===== src/rtl/csr_exc_unit.sv =====
// ---------------------------------------------------------------------------
// csr_exc_unit
//
// This block holds the LoongArch exception, interrupt, scratch and timer CSRs.
// It answers CSR reads and masked writes coming from the write-back stage.
// It commits the state changes for an exception or an ertn when WB signals
// one, and it returns the exception entry, the ERA and the pending-interrupt
// flag to the fetch end of the pipeline.
//
// Ports
//   clk, resetn            clock, asynchronous active-low reset
//   csr_re                 read strobe (reads are always combinational)
//   csr_num                CSR number for both read and write
//   csr_rvalue             read data, 0 for unmapped numbers
//   csr_we/wmask/wvalue    masked write from WB
//   wb_ex/ecode/esubcode   exception commit with its cause
//   wb_pc, wb_vaddr        excepting PC and faulting data address
//   ertn_flush             ertn commit
//   hw_int_in, ipi_int_in  level-sensitive interrupt lines
//   ex_entry, ertn_era     EENTRY and ERA to the front end
//   has_int                an enabled interrupt is pending
// ---------------------------------------------------------------------------
module csr_exc_unit #(
    parameter int TIMER_W = 32
) (
    input  logic        clk,
    input  logic        resetn,
    input  logic        csr_re,
    input  logic [13:0] csr_num,
    output logic [31:0] csr_rvalue,
    input  logic        csr_we,
    input  logic [31:0] csr_wmask,
    input  logic [31:0] csr_wvalue,
    input  logic        wb_ex,
    input  logic [5:0]  wb_ecode,
    input  logic [8:0]  wb_esubcode,
    input  logic [31:0] wb_pc,
    input  logic [31:0] wb_vaddr,
    input  logic        ertn_flush,
    input  logic [7:0]  hw_int_in,
    input  logic        ipi_int_in,
    output logic [31:0] ex_entry,
    output logic [31:0] ertn_era,
    output logic        has_int
);

    localparam logic [13:0] CSR_CRMD   = 14'h000;
    localparam logic [13:0] CSR_PRMD   = 14'h001;
    localparam logic [13:0] CSR_ECFG   = 14'h004;
    localparam logic [13:0] CSR_ESTAT  = 14'h005;
    localparam logic [13:0] CSR_ERA    = 14'h006;
    localparam logic [13:0] CSR_BADV   = 14'h007;
    localparam logic [13:0] CSR_EENTRY = 14'h00C;
    localparam logic [13:0] CSR_SAVE0  = 14'h030;
    localparam logic [13:0] CSR_SAVE1  = 14'h031;
    localparam logic [13:0] CSR_SAVE2  = 14'h032;
    localparam logic [13:0] CSR_SAVE3  = 14'h033;
    localparam logic [13:0] CSR_TID    = 14'h040;
    localparam logic [13:0] CSR_TCFG   = 14'h041;
    localparam logic [13:0] CSR_TVAL   = 14'h042;
    localparam logic [13:0] CSR_TICLR  = 14'h044;

    localparam logic [5:0] ECODE_ADEF = 6'h08;
    localparam logic [5:0] ECODE_ALE  = 6'h09;

    // LIE bit 10 does not exist; it is kept out of the register entirely.
    localparam logic [12:0] LIE_MASK = 13'h1BFF;

    localparam logic [TIMER_W-1:0] TIMER_ONE = TIMER_W'(1);

    // csr_re only qualifies reads upstream; the read port is always live.
    logic unused_csr_re;
    assign unused_csr_re = csr_re;

    // -----------------------------------------------------------------------
    // Registers
    // -----------------------------------------------------------------------
    logic [4:0]         crmd_q,        crmd_d;
    logic [2:0]         prmd_q,        prmd_d;
    logic [12:0]        ecfg_lie_q,    ecfg_lie_d;
    logic [1:0]         estat_sw_q,    estat_sw_d;
    logic [7:0]         estat_hw_q,    estat_hw_d;
    logic               estat_ti_q,    estat_ti_d;
    logic               estat_ipi_q,   estat_ipi_d;
    logic [5:0]         estat_ecode_q, estat_ecode_d;
    logic [8:0]         estat_esub_q,  estat_esub_d;
    logic [31:0]        era_q,         era_d;
    logic [31:0]        badv_q,        badv_d;
    logic [25:0]        eentry_q,      eentry_d;
    logic [3:0][31:0]   save_q,        save_d;
    logic [31:0]        tid_q,         tid_d;
    logic [TIMER_W-1:0] tcfg_q,        tcfg_d;
    logic [TIMER_W-1:0] tval_q,        tval_d;

    logic [12:0] estat_is;
    logic [31:0] rd_word;
    logic [31:0] wr_word;
    logic        wr_active;
    logic        tcfg_wr;
    logic        ticlr_hit;
    logic        timer_fire;

    function automatic logic [31:0] timer_ext(input logic [TIMER_W-1:0] v);
        logic [31:0] r;
        r = '0;
        r[TIMER_W-1:0] = v;
        return r;
    endfunction

    assign estat_is = {estat_ipi_q, estat_ti_q, 1'b0, estat_hw_q, estat_sw_q};

    // -----------------------------------------------------------------------
    // Read mux
    // -----------------------------------------------------------------------
    always_comb begin
        rd_word = 32'h0;
        case (csr_num)
            CSR_CRMD:   rd_word = {27'h0, crmd_q};
            CSR_PRMD:   rd_word = {29'h0, prmd_q};
            CSR_ECFG:   rd_word = {19'h0, ecfg_lie_q};
            CSR_ESTAT:  rd_word = {1'b0, estat_esub_q, estat_ecode_q, 3'b000, estat_is};
            CSR_ERA:    rd_word = era_q;
            CSR_BADV:   rd_word = badv_q;
            CSR_EENTRY: rd_word = {eentry_q, 6'h00};
            CSR_SAVE0:  rd_word = save_q[0];
            CSR_SAVE1:  rd_word = save_q[1];
            CSR_SAVE2:  rd_word = save_q[2];
            CSR_SAVE3:  rd_word = save_q[3];
            CSR_TID:    rd_word = tid_q;
            CSR_TCFG:   rd_word = timer_ext(tcfg_q);
            CSR_TVAL:   rd_word = timer_ext(tval_q);
            default:    rd_word = 32'h0;
        endcase
    end

    assign csr_rvalue = rd_word;

    // The merged word starts from the current read value of the addressed
    // CSR; each register then takes only its writable bits from it, so RO
    // and always-zero bits can never be disturbed by a write.
    assign wr_word   = (rd_word & ~csr_wmask) | (csr_wvalue & csr_wmask);

    // Exception and ertn commits take precedence and swallow a same-cycle write.
    assign wr_active = csr_we & ~wb_ex & ~ertn_flush;
    assign tcfg_wr   = wr_active & (csr_num == CSR_TCFG);
    assign ticlr_hit = wr_active & (csr_num == CSR_TICLR) & csr_wmask[0] & csr_wvalue[0];

    // -----------------------------------------------------------------------
    // Next-state for the architectural CSRs
    // -----------------------------------------------------------------------
    always_comb begin
        crmd_d        = crmd_q;
        prmd_d        = prmd_q;
        ecfg_lie_d    = ecfg_lie_q;
        estat_sw_d    = estat_sw_q;
        estat_ecode_d = estat_ecode_q;
        estat_esub_d  = estat_esub_q;
        era_d         = era_q;
        badv_d        = badv_q;
        eentry_d      = eentry_q;
        save_d        = save_q;
        tid_d         = tid_q;
        tcfg_d        = tcfg_q;

        if (wb_ex) begin
            prmd_d        = crmd_q[2:0];
            crmd_d[2:0]   = 3'b000;
            estat_ecode_d = wb_ecode;
            estat_esub_d  = wb_esubcode;
            era_d         = wb_pc;
            if (wb_ecode == ECODE_ADEF) begin
                badv_d = wb_pc;
            end else if (wb_ecode == ECODE_ALE) begin
                badv_d = wb_vaddr;
            end
        end else if (ertn_flush) begin
            crmd_d[2:0] = prmd_q;
        end else if (wr_active) begin
            case (csr_num)
                CSR_CRMD:   crmd_d     = wr_word[4:0];
                CSR_PRMD:   prmd_d     = wr_word[2:0];
                CSR_ECFG:   ecfg_lie_d = wr_word[12:0] & LIE_MASK;
                CSR_ESTAT:  estat_sw_d = wr_word[1:0];
                CSR_ERA:    era_d      = wr_word;
                CSR_BADV:   badv_d     = wr_word;
                CSR_EENTRY: eentry_d   = wr_word[31:6];
                CSR_SAVE0:  save_d[0]  = wr_word;
                CSR_SAVE1:  save_d[1]  = wr_word;
                CSR_SAVE2:  save_d[2]  = wr_word;
                CSR_SAVE3:  save_d[3]  = wr_word;
                CSR_TID:    tid_d      = wr_word;
                CSR_TCFG:   tcfg_d     = wr_word[TIMER_W-1:0];
                default:    ;
            endcase
        end
    end

    // Interrupt lines are level-sensitive and simply resampled every cycle.
    assign estat_hw_d  = hw_int_in;
    assign estat_ipi_d = ipi_int_in;

    // -----------------------------------------------------------------------
    // Timer: down-counter with terminal-count flag
    // -----------------------------------------------------------------------
    always_comb begin
        tval_d     = tval_q;
        timer_fire = 1'b0;
        if (tcfg_wr && tcfg_d[0]) begin
            // Enabling write restarts the count from the freshly written InitVal.
            tval_d = {tcfg_d[TIMER_W-1:2], 2'b00};
        end else if (tcfg_q[0]) begin
            if (tval_q != '0) begin
                tval_d     = tval_q - TIMER_ONE;
                timer_fire = (tval_q == TIMER_ONE);
            end else if (tcfg_q[1]) begin
                tval_d = {tcfg_q[TIMER_W-1:2], 2'b00};
            end
        end
    end

    // A terminal count in the same cycle as a clear keeps the flag set.
    always_comb begin
        estat_ti_d = estat_ti_q;
        if (timer_fire) begin
            estat_ti_d = 1'b1;
        end else if (ticlr_hit) begin
            estat_ti_d = 1'b0;
        end
    end

    // -----------------------------------------------------------------------
    // State flops
    // -----------------------------------------------------------------------
    always_ff @(posedge clk or negedge resetn) begin
        if (!resetn) begin
            crmd_q        <= 5'b01000;
            prmd_q        <= '0;
            ecfg_lie_q    <= '0;
            estat_sw_q    <= '0;
            estat_hw_q    <= '0;
            estat_ti_q    <= 1'b0;
            estat_ipi_q   <= 1'b0;
            estat_ecode_q <= '0;
            estat_esub_q  <= '0;
            era_q         <= '0;
            badv_q        <= '0;
            eentry_q      <= '0;
            save_q        <= '0;
            tid_q         <= '0;
            tcfg_q        <= '0;
            tval_q        <= '1;
        end else begin
            crmd_q        <= crmd_d;
            prmd_q        <= prmd_d;
            ecfg_lie_q    <= ecfg_lie_d;
            estat_sw_q    <= estat_sw_d;
            estat_hw_q    <= estat_hw_d;
            estat_ti_q    <= estat_ti_d;
            estat_ipi_q   <= estat_ipi_d;
            estat_ecode_q <= estat_ecode_d;
            estat_esub_q  <= estat_esub_d;
            era_q         <= era_d;
            badv_q        <= badv_d;
            eentry_q      <= eentry_d;
            save_q        <= save_d;
            tid_q         <= tid_d;
            tcfg_q        <= tcfg_d;
            tval_q        <= tval_d;
        end
    end

    // -----------------------------------------------------------------------
    // Outputs to the front end
    // -----------------------------------------------------------------------
    assign ex_entry = {eentry_q, 6'h00};
    assign ertn_era = era_q;
    assign has_int  = crmd_q[2] & (|(estat_is & ecfg_lie_q));

endmodule


===== config.mk =====
export PLATFORM = sky130hd
export DESIGN_NAME = csr_exc_unit
export DESIGN_NICKNAME = d
export VERILOG_FILES = /design/src/rtl/csr_exc_unit.sv
export SDC_FILE = /design/constraint.sdc
export NUM_CORES = 1
export LEC_CHECK = 0
export ABC_CLOCK_PERIOD_IN_PS = 2100
export BUFFER_PORTS_ARGS = -buffer_cell sky130_fd_sc_hd__buf_4
export CORE_ASPECT_RATIO = 2
export CORE_MARGIN = 2
export CORE_UTILIZATION = 45
export CTS_CLUSTER_SIZE = 10
export DETAILED_ROUTE_END_ITERATION = 16
export PLACE_DENSITY = 0.78
export RECOVER_POWER = 25
export SETUP_SLACK_MARGIN = 0.4
export SYNTH_ARGS = -nofsm -noshare
export SYNTH_HDL_FRONTEND = slang
export SYNTH_SLANG_ARGS = --single-unit

===== constraint.sdc =====
create_clock -name clk -period 2.1 [get_ports clk]
set_input_delay 0.21 -clock clk [delete_from_list [all_inputs] [get_ports clk]]
set_output_delay 0.21 -clock clk [all_outputs]
set_load 0.02 [all_outputs]

==> out/results.tsv, run 1 <==
metric	value	unit
CTS buffer count	42	
Max H-tree Level	2	
Netlist cell types	90	
last step reached	global routing (5_1_grt)	
yosys warns	0	
worst endpoint type	primary output	
status	stopped before the end	
synth cell count leaders	nand2_1 (334), dfrtp_1 (328), o21ai_0 (227)	
final RePlAce weighted congestion	1.04	
global route overflow	6	
Async S/R FF share, synth	1.00	
port bufs	261	
dpl hpwl	71200	um
IO Pins	269	
Post-synth EDFFs	0	
top-area cell type share of the netlist area	0.423	
largest area contributor in the netlist	dfrtp_1	
worst_ep grt	csr_rvalue[3]	
part of the Yosys area used for sequential elements	0.468	
Die X	151	um
top-count cell post-synth	nand2_1	
Seq cells post-synth	361	
Avg Cell Area, Syn	9.66	sq um
clock sinks	361	
Err	[ERROR GRT-0232] Routing congestion too high. Check the congestion heatmap in the GUI.	
largest net degree at the start of global routing	66	
antenna violations before repair	15	
Area contributors post-synth	dfrtp_1 (42%), nand2_1 (6.5%), o21ai_0 (5.9%)	
Initial Utilization	0.456	
DIE HEIGHT	298	um
Post-Syn Area	19400	sq um
Bufs on Longest Clock Path	3	
Most used DFF post-synth	dfrtp_1	
floorplan row count	107	
gr usage total	0.649	
placed instance area	25600	sq um
Mapped Cells	2009	
Root Buffer	clkbuf_16	
metrics by stage:
| stage | std cells | setup TNS (ps) | util | setup slack [ps] | hold WS (ps) |
|---|---|---|---|---|---|
| CTS | 3407 | -27110 | 0.749 | -856 | 0.261 |
| detailed placement | 3062 | -197380 | 0.602 | -872 | 185 |
| global placement | 3062 | -185420 | 0.602 | -795 | 181 |
| floorplan | 2014 | -17520 | - | -234 | -85.6 |
repair_timing:
item / 4_1_cts
pin swaps: 175
endpoints found under the hold margin: 116
hold buffers: 75
gates cloned: 51
setup endpoints to repair: 370
setup buffers: 142
gates resized for setup: 495
cells by family after synthesis:
logic type / synth area share
muxes: 0.0793
AOI/OAI and AO/OA: 0.223
DFF: 0.468
buffers and inverters: 0.0490
other: 0.000193
adders and majority gates: 0.00193
and+or+nand+nor: 0.178
xor gates and xnor gates: 0.000452
layer usage:
metal,track usage,GRT overflow
met5,0.151,0
met4,0.658,3
met3,0.470,0
met2,0.832,3
met1,0.637,0
==> run 2, diff against run 1 <==
- ABC_CLOCK_PERIOD_IN_PS: 2100 -> 2700
- CORE_ASPECT_RATIO: 2 -> unset
- CORE_UTILIZATION: 45 -> 30
- CTS_CLUSTER_SIZE: 10 -> unset
- PLACE_DENSITY: 0.78 -> unset
- PLACE_DENSITY_LB_ADDON: unset -> 0.15
- SETUP_SLACK_MARGIN: 0.4 -> unset
- clock period: 2.1 -> 2.7 ns (I/O delays scaled with it)
==> run 2 against run 1 <==
  * The flow now finishes, with violations (capacitance limit, slew limit, setup timing)
  * Area after synthesis did not move
  * Synthesized cell count did not move
==> out/results.tsv, run 2 <==
metric	value	unit	change
sw frac	0.267		
final wirelength	90200	um	
Post-Syn Area	19400	sq um	unchanged
Bufs on Longest Clock Path	3		unchanged
cell area power density	496	nW/um^2	
largest area contributor in the netlist	dfrtp_1		
clk_lat worst skew	590	ps	
switching pwr	3590	uW	
Root Buffer	clkbuf_16		
Final ANT Viol Nets	0		
FILL cells	6308		
top-area cell type share of the netlist area	0.423		unchanged
Clock Skew	28.4	ps	
Least-Margin Pin Slew	2000	ps	
top-count cell post-synth	nand2_1		
most frequent cells in the layout	buf_4 (503), dfrtp_1 (328), nand2_1 (327)		
Area Overhead vs Synth	39.9	%	
crit path kind	register to output pin		
Reg power frac	0.428		
CP required	2430	ps	
IO Pins	269		unchanged
DIE HEIGHT	258	um	-13%
Post-synth EDFFs	0		unchanged
first-pass GRT wire length	129000	um	
wire length per cell	26.3	um	
max reg flops	128		
clk slew on worst S/H paths	60	ps	
clock power share	0.456		
Max H-tree Level	2		unchanged
Area contributors post-synth	dfrtp_1 (42%), nand2_1 (6.5%), o21ai_0 (5.9%)		
setup ws final	-410	ps	
Seq cells post-synth	361		unchanged
Pre-Repair DR Iteration Count	8		
max-cap viol count	1		
synth cell count leaders	nand2_1 (334), dfrtp_1 (328), o21ai_0 (227)		
Initial Utilization	0.302		-0.154
post-DR vias/cell	5.53		
critical path cell sequence	or3b_4, a2111oi_4, buf_4, nor2_1, a21oi_1, a221oi_1, o211ai_1, buf_4		
clock sinks	361		unchanged
part of the Yosys area used for sequential elements	0.468		unchanged
Worst Hold Class	primary input to register		
largest net degree at the start of global routing	72		
Core Util, Final	0.423		
Netlist cell types	90		unchanged
crit share post-route	1.15		
Worst Hold Slack	24.3	ps	
status	finished with violations		
CP startpoint kind	register		
die area	66700	sq um	
Mapped Cells	2009		unchanged
dpl hpwl	67800	um	-4.7%
Hold Vio Cnt, Final	0		
Slew HR	-0.335		
floorplan row count	93		-13%
peak supply drop	477	uV	
CTS tree	built		
Fin Setup TNS	-410	ps	
Avg Cell Area, Syn	9.66	sq um	unchanged
CP Max Fanout	2		
Combinational Power Share	0.116		
CP dominant cell by count	buf_4		
DRT iter0 DRCs	2026		
final RePlAce weighted congestion	0.917		-12%
RSZ-0062 raised after global routing	true		
Die X	258	um	+71%
Final Max Slew Viols	72		
fin crit period	3110	ps	
number of setup violations in the final report	1		
gr usage total	0.265		
largest stage delay on the critical path	570	ps	
Pleak	0.0120	uW	
via count	18900		
fraction of layout cells with a size suffix above 1	0.323		
final net count	2709		
top register by number of flip-flops	save_q		
failing checks	capacitance limit, slew limit, setup timing		
crit path capture type	output pin		
yosys warns	0		unchanged
Most used DFF post-synth	dfrtp_1		
CTS buffer count	43		+2.4%
core box area	64200	sq um	
commonest non-fill, non-tap cell in the layout	buf_4		
total internal power	9870	uW	
number of global-route vias before repair	18300		
Residual DRC	0		
global route overflow	0		
Critical-path top delay cell	dfstp_2		
antenna violations before repair	6		
port bufs	261		unchanged
Async S/R FF share, synth	1.00		unchanged
CP arrival	2840	ps	
fmax	0.322	GHz	
run 2: cell counts after synthesis:
Identical to the previous run, type by type.
run 2: cell families (layout without fill, tap and decap cells):
family / count (synthesis) / count (layout) / share of synthesized area
AO/OA/AOI/OAI: 652 / 652 / 0.223
AND/OR/NAND/NOR: 641 / 641 / 0.178
flip-flops: 361 / 361 / 0.468
buffers and inverters: 205 / 758 / 0.0490
multiplexers: 145 / 145 / 0.0793
adder cells (fa/ha/maj): 3 / 3 / 0.00193
other: 1 / 7 / 0.000193
XOR/XNOR: 1 / 1 / 0.000452
run 2: cell type report:
| cell class | count | area [sq um] | area share |
|---|---|---|---|
| inverter | 36 | 135 | 0.00498 |
| tap | 855 | 1070 | 0.0394 |
| sequential | 361 | 9070 | 0.334 |
| multi-input combinational | 1448 | 9700 | 0.357 |
| clock inverter | 14 | 160 | 0.00590 |
| clock buffer | 64 | 1320 | 0.0485 |
| timing repair buffer | 644 | 5690 | 0.210 |
| antenna | 1 | 2.50 | 0.0000922 |
run 2: final timing paths:
path	startpoint	endpoint	slack, ps	cells after the start
setup / recovery	crmd_q[3]	csr_rvalue[3]	-410	8
hold / removal	wb_vaddr[11]	badv_q[11]	20	3
setup reg to reg	tval_q[6]	tval_q[25]	100	6
hold reg to reg	save_q[32]	save_q[32]	480	2
max in group asynchronous	resetn	badv_q[8]	300	3
min in group asynchronous	resetn	tcfg_q[27]	840	2
run 2: per-layer routing:
layer	up-vias	share of wire	GRT usage
met5	-	0.00014	0
met4	2	0.029	0.0804
met2	802	0.46	0.412
li1	8531	-	-
met1	9472	0.44	0.369
met3	136	0.078	0.0565
run 2: critical path: cells and delay by family, from the launching register on:
kind	cells	cell delay, ps
and+or+nand+nor	2	440
DFF	1	570
AOI/OAI and AO/OA	4	820
buffers and inverters	2	420
run 2: timing repair:
action / CTS / global route
gates resized for setup: 23 / 29
buffers inserted: 9 / 6
endpoints found under the hold margin: 121 / 0
hold buffers: 67 / 0
endpoints found under the setup margin: 44 / 33
pin swaps: 10 / 12
run 2: through the flow:
stage / setup slack [ps] / std cells / area (sq um) / power (uW)
3_3_place_gp: -586 / 3264 / 24700 / 7290
5_1_grt: -486 / 3422 / 27100 / 13900
2_1_floorplan: 264 / 2014 / 19400 / 6330
4_1_cts: -393 / 3417 / 27000 / 13500
3_5_place_dp: -367 / 3264 / 24700 / 7290
6_report: -410 / 3423 / 27100 / 13500
run 2: power by group through the flow:
stage / sequential [uW] / combinational, uW / clock (uW)
after floorplan: 5800 / 526 / 0
after global placement: 5840 / 1440 / 0
after detailed placement: 5840 / 1450 / 0
after CTS: 5750 / 1550 / 6220
after global routing: 5760 / 1660 / 6450
final: 5750 / 1560 / 6140
(Power assumes the default switching activity.)
==> run 3, diff against run 2 <==
==> constraint.sdc (replaced) <==
create_clock -name clk -period 2.7 [get_ports clk]
set_input_delay 0.27 -clock clk [delete_from_list [all_inputs] [get_ports clk]]
set_output_delay 0.27 -clock clk [all_outputs]
set_load 0.01 [all_outputs]
==> run 3 against run 2 <==
  * The run ends with hold timing, capacitance limit, slew limit, setup timing left
  * Clock power up 2%
  * Clock skew down 1.9 ps
  * Total power up 0.70%
  * Die area unchanged
  * Final cell count up 1.4%
  * Sequential power about the same
  * Worst setup slack better by 180 ps
  * First-iteration DRC count down 5.6%
  * Routed wire length up 1.5%
  * Largest cell class unchanged
==> out/results.tsv, run 3 (synthesized netlist as in run 2, its figures left out) <==
metric	value	unit	change
antenna violations before repair	0		-6
core box area	64200	sq um	unchanged
status	finished with violations		
switching pwr	3560	uW	-0.59%
placed instance area	24900	sq um	+0.70%
port bufs	261		unchanged
die area	66700	sq um	unchanged
total internal power	9980	uW	+1.2%
Final Max Slew Viols	55		-24%
Final ANT Viol Nets	0		unchanged
sw frac	0.263		-0.00340
max reg flops	128		unchanged
setup ws final	-233	ps	+177 ps
wire length per cell	26.3	um	about the same
Clock Skew	26.5	ps	-1.92 ps
Slew HR	-0.115		+0.220
number of global-route vias before repair	19000		+3.5%
Worst Hold Slack	-28.7	ps	-53.0 ps
Max H-tree Level	2		unchanged
clk slew on worst S/H paths	70	ps	about the same
dpl hpwl	68600	um	+1.2%
peak supply drop	383	uV	-20%
total power draw	13500	uW	+0.70%
Root Buffer	clkbuf_16		
DIE HEIGHT	258	um	unchanged
crit share post-route	1.09		-0.0654
number of setup violations in the final report	1		unchanged
max-cap viol count	1		unchanged
largest net degree at the start of global routing	67		-6.9%
Initial Utilization	0.302		unchanged
Area Overhead vs Synth	42.4	%	
CP required	2430	ps	about the same
floorplan row count	93		unchanged
Pleak	0.0123	uW	+2.4%
CTS tree	built		
FILL cells	6256		-0.82%
final wirelength	91500	um	+1.5%
DRT iter0 DRCs	1912		-5.6%
most frequent cells in the layout	buf_4 (540), dfrtp_1 (328), nand2_1 (327)		
post-DR vias/cell	5.57		+0.58%
CP startpoint kind	register		
IO Pins	269		unchanged
commonest non-fill, non-tap cell in the layout	buf_4		
clock sinks	361		unchanged
global route overflow	0		unchanged
final net count	2758		+1.8%
cell area power density	490	nW/um^2	-1.0%
clock power share	0.462		+0.006
failing checks	hold timing, capacitance limit, slew limit, setup timing		
Pre-Repair DR Iteration Count	6		-2
gr usage total	0.269		+0.00447
top register by number of flip-flops	save_q		
largest stage delay on the critical path	550	ps	-20 ps
via count	19300		+2.0%
Residual DRC	0		unchanged
crit path capture type	output pin		
critical path cell sequence	or3b_4, a2111oi_4, buf_4, nor2_2, a21oi_2, a221oi_1, o211ai_1, buf_4, buf_6		
CP arrival	2660	ps	-180 ps
fmax	0.341	GHz	+6.0%
fraction of layout cells with a size suffix above 1	0.336		+0.0129
crit path kind	register to output pin		
Hold Vio Cnt, Final	1		+1
fin crit period	2930	ps	-177 ps
CTS buffer count	44		+2.3%
n_diodes	0		-1
clk_lat worst skew	600	ps	about the same
final instance area	27600	sq um	+1.7%
Die X	258	um	unchanged
CP Max Fanout	2		unchanged
Reg power frac	0.424		-0.004
Bufs on Longest Clock Path	3		unchanged
Combinational Power Share	0.114		-0.002
Least-Margin Pin Slew	1670	ps	-330 ps
Worst Hold Class	primary input to register		
RSZ-0062 raised after global routing	true		
CP dominant cell by count	buf_4		
Critical-path top delay cell	dfstp_2		
final RePlAce weighted congestion	0.933		+1.8%
first-pass GRT wire length	132000	um	+2.4%
## run 3: worst paths after layout
kind	endpoint	cells after the start	start	slack, ps
setup / recovery	csr_rvalue[3]	9	crmd_q[3]	-230
hold / removal	ertn_era[30]	3	csr_wmask[30]	-30
setup reg to reg	tval_q[23]	7	tval_q[16]	110
hold reg to reg	save_q[109]	2	save_q[109]	480
max in group asynchronous	estat_esub_q[0]	3	resetn	280
min in group asynchronous	save_q[120]	2	resetn	680
## run 3: metrics by stage
stage	cells	setup WS [ps]	setup TNS [ps]	util	hold WS, ps
6_report	3472	-233	-233	0.430	-28.7
5_1_grt	3472	-298	-13870	0.430	2.37
4_1_cts	3455	-256	-262	0.425	0.210
3_5_place_dp	3294	-640	-42010	0.387	270
3_3_place_gp	3294	-653	-40280	0.387	273
2_1_floorplan	2014	319	0	-	-25.6
## run 3: layout make-up
class / count / area [sq um] / area share
multi-input combinational: 1448 / 9800 / 0.355
timing repair buffer: 692 / 6050 / 0.219
clock buffer: 61 / 1230 / 0.0447
clock inverter: 19 / 254 / 0.00920
sequential: 361 / 9070 / 0.329
inverter: 36 / 135 / 0.00489
tap: 855 / 1070 / 0.0387
## run 3: timing repair
item | CTS | global route
pin swaps | 16 | 26
gates cloned | 0 | 0
gates resized for setup | 28 | 54
buffers inserted | 7 | 18
endpoints found under the hold margin | 108 | 0
hold buffers | 75 | 0
setup endpoints to repair | 35 | 44
## run 3: power groups by stage
stage / clock, uW / sequential [uW] / combinational, uW
final: 6260 / 5750 / 1540
after global routing: 6560 / 5760 / 1640
after CTS: 6340 / 5750 / 1530
after detailed placement: 0 / 5840 / 1420
after global placement: 0 / 5840 / 1400
after floorplan: 0 / 5770 / 522
## run 3: worst max-delay path, delay by kind of cell, from the launching register on
kind	cells	cell delay [ps]
buffers and inverters	3	470
flip-flops	1	550
AO/OA/AOI/OAI	4	640
AND/OR/NAND/NOR	2	420
## run 3: metal layers
layer,routed length (um),GRT usage,up-vias
met1,41000,0.386,9688
met5,0,0,-
li1,-,-,8610
met3,6310,0.0357,155
met4,2970,0.0888,0
met2,41200,0.418,873
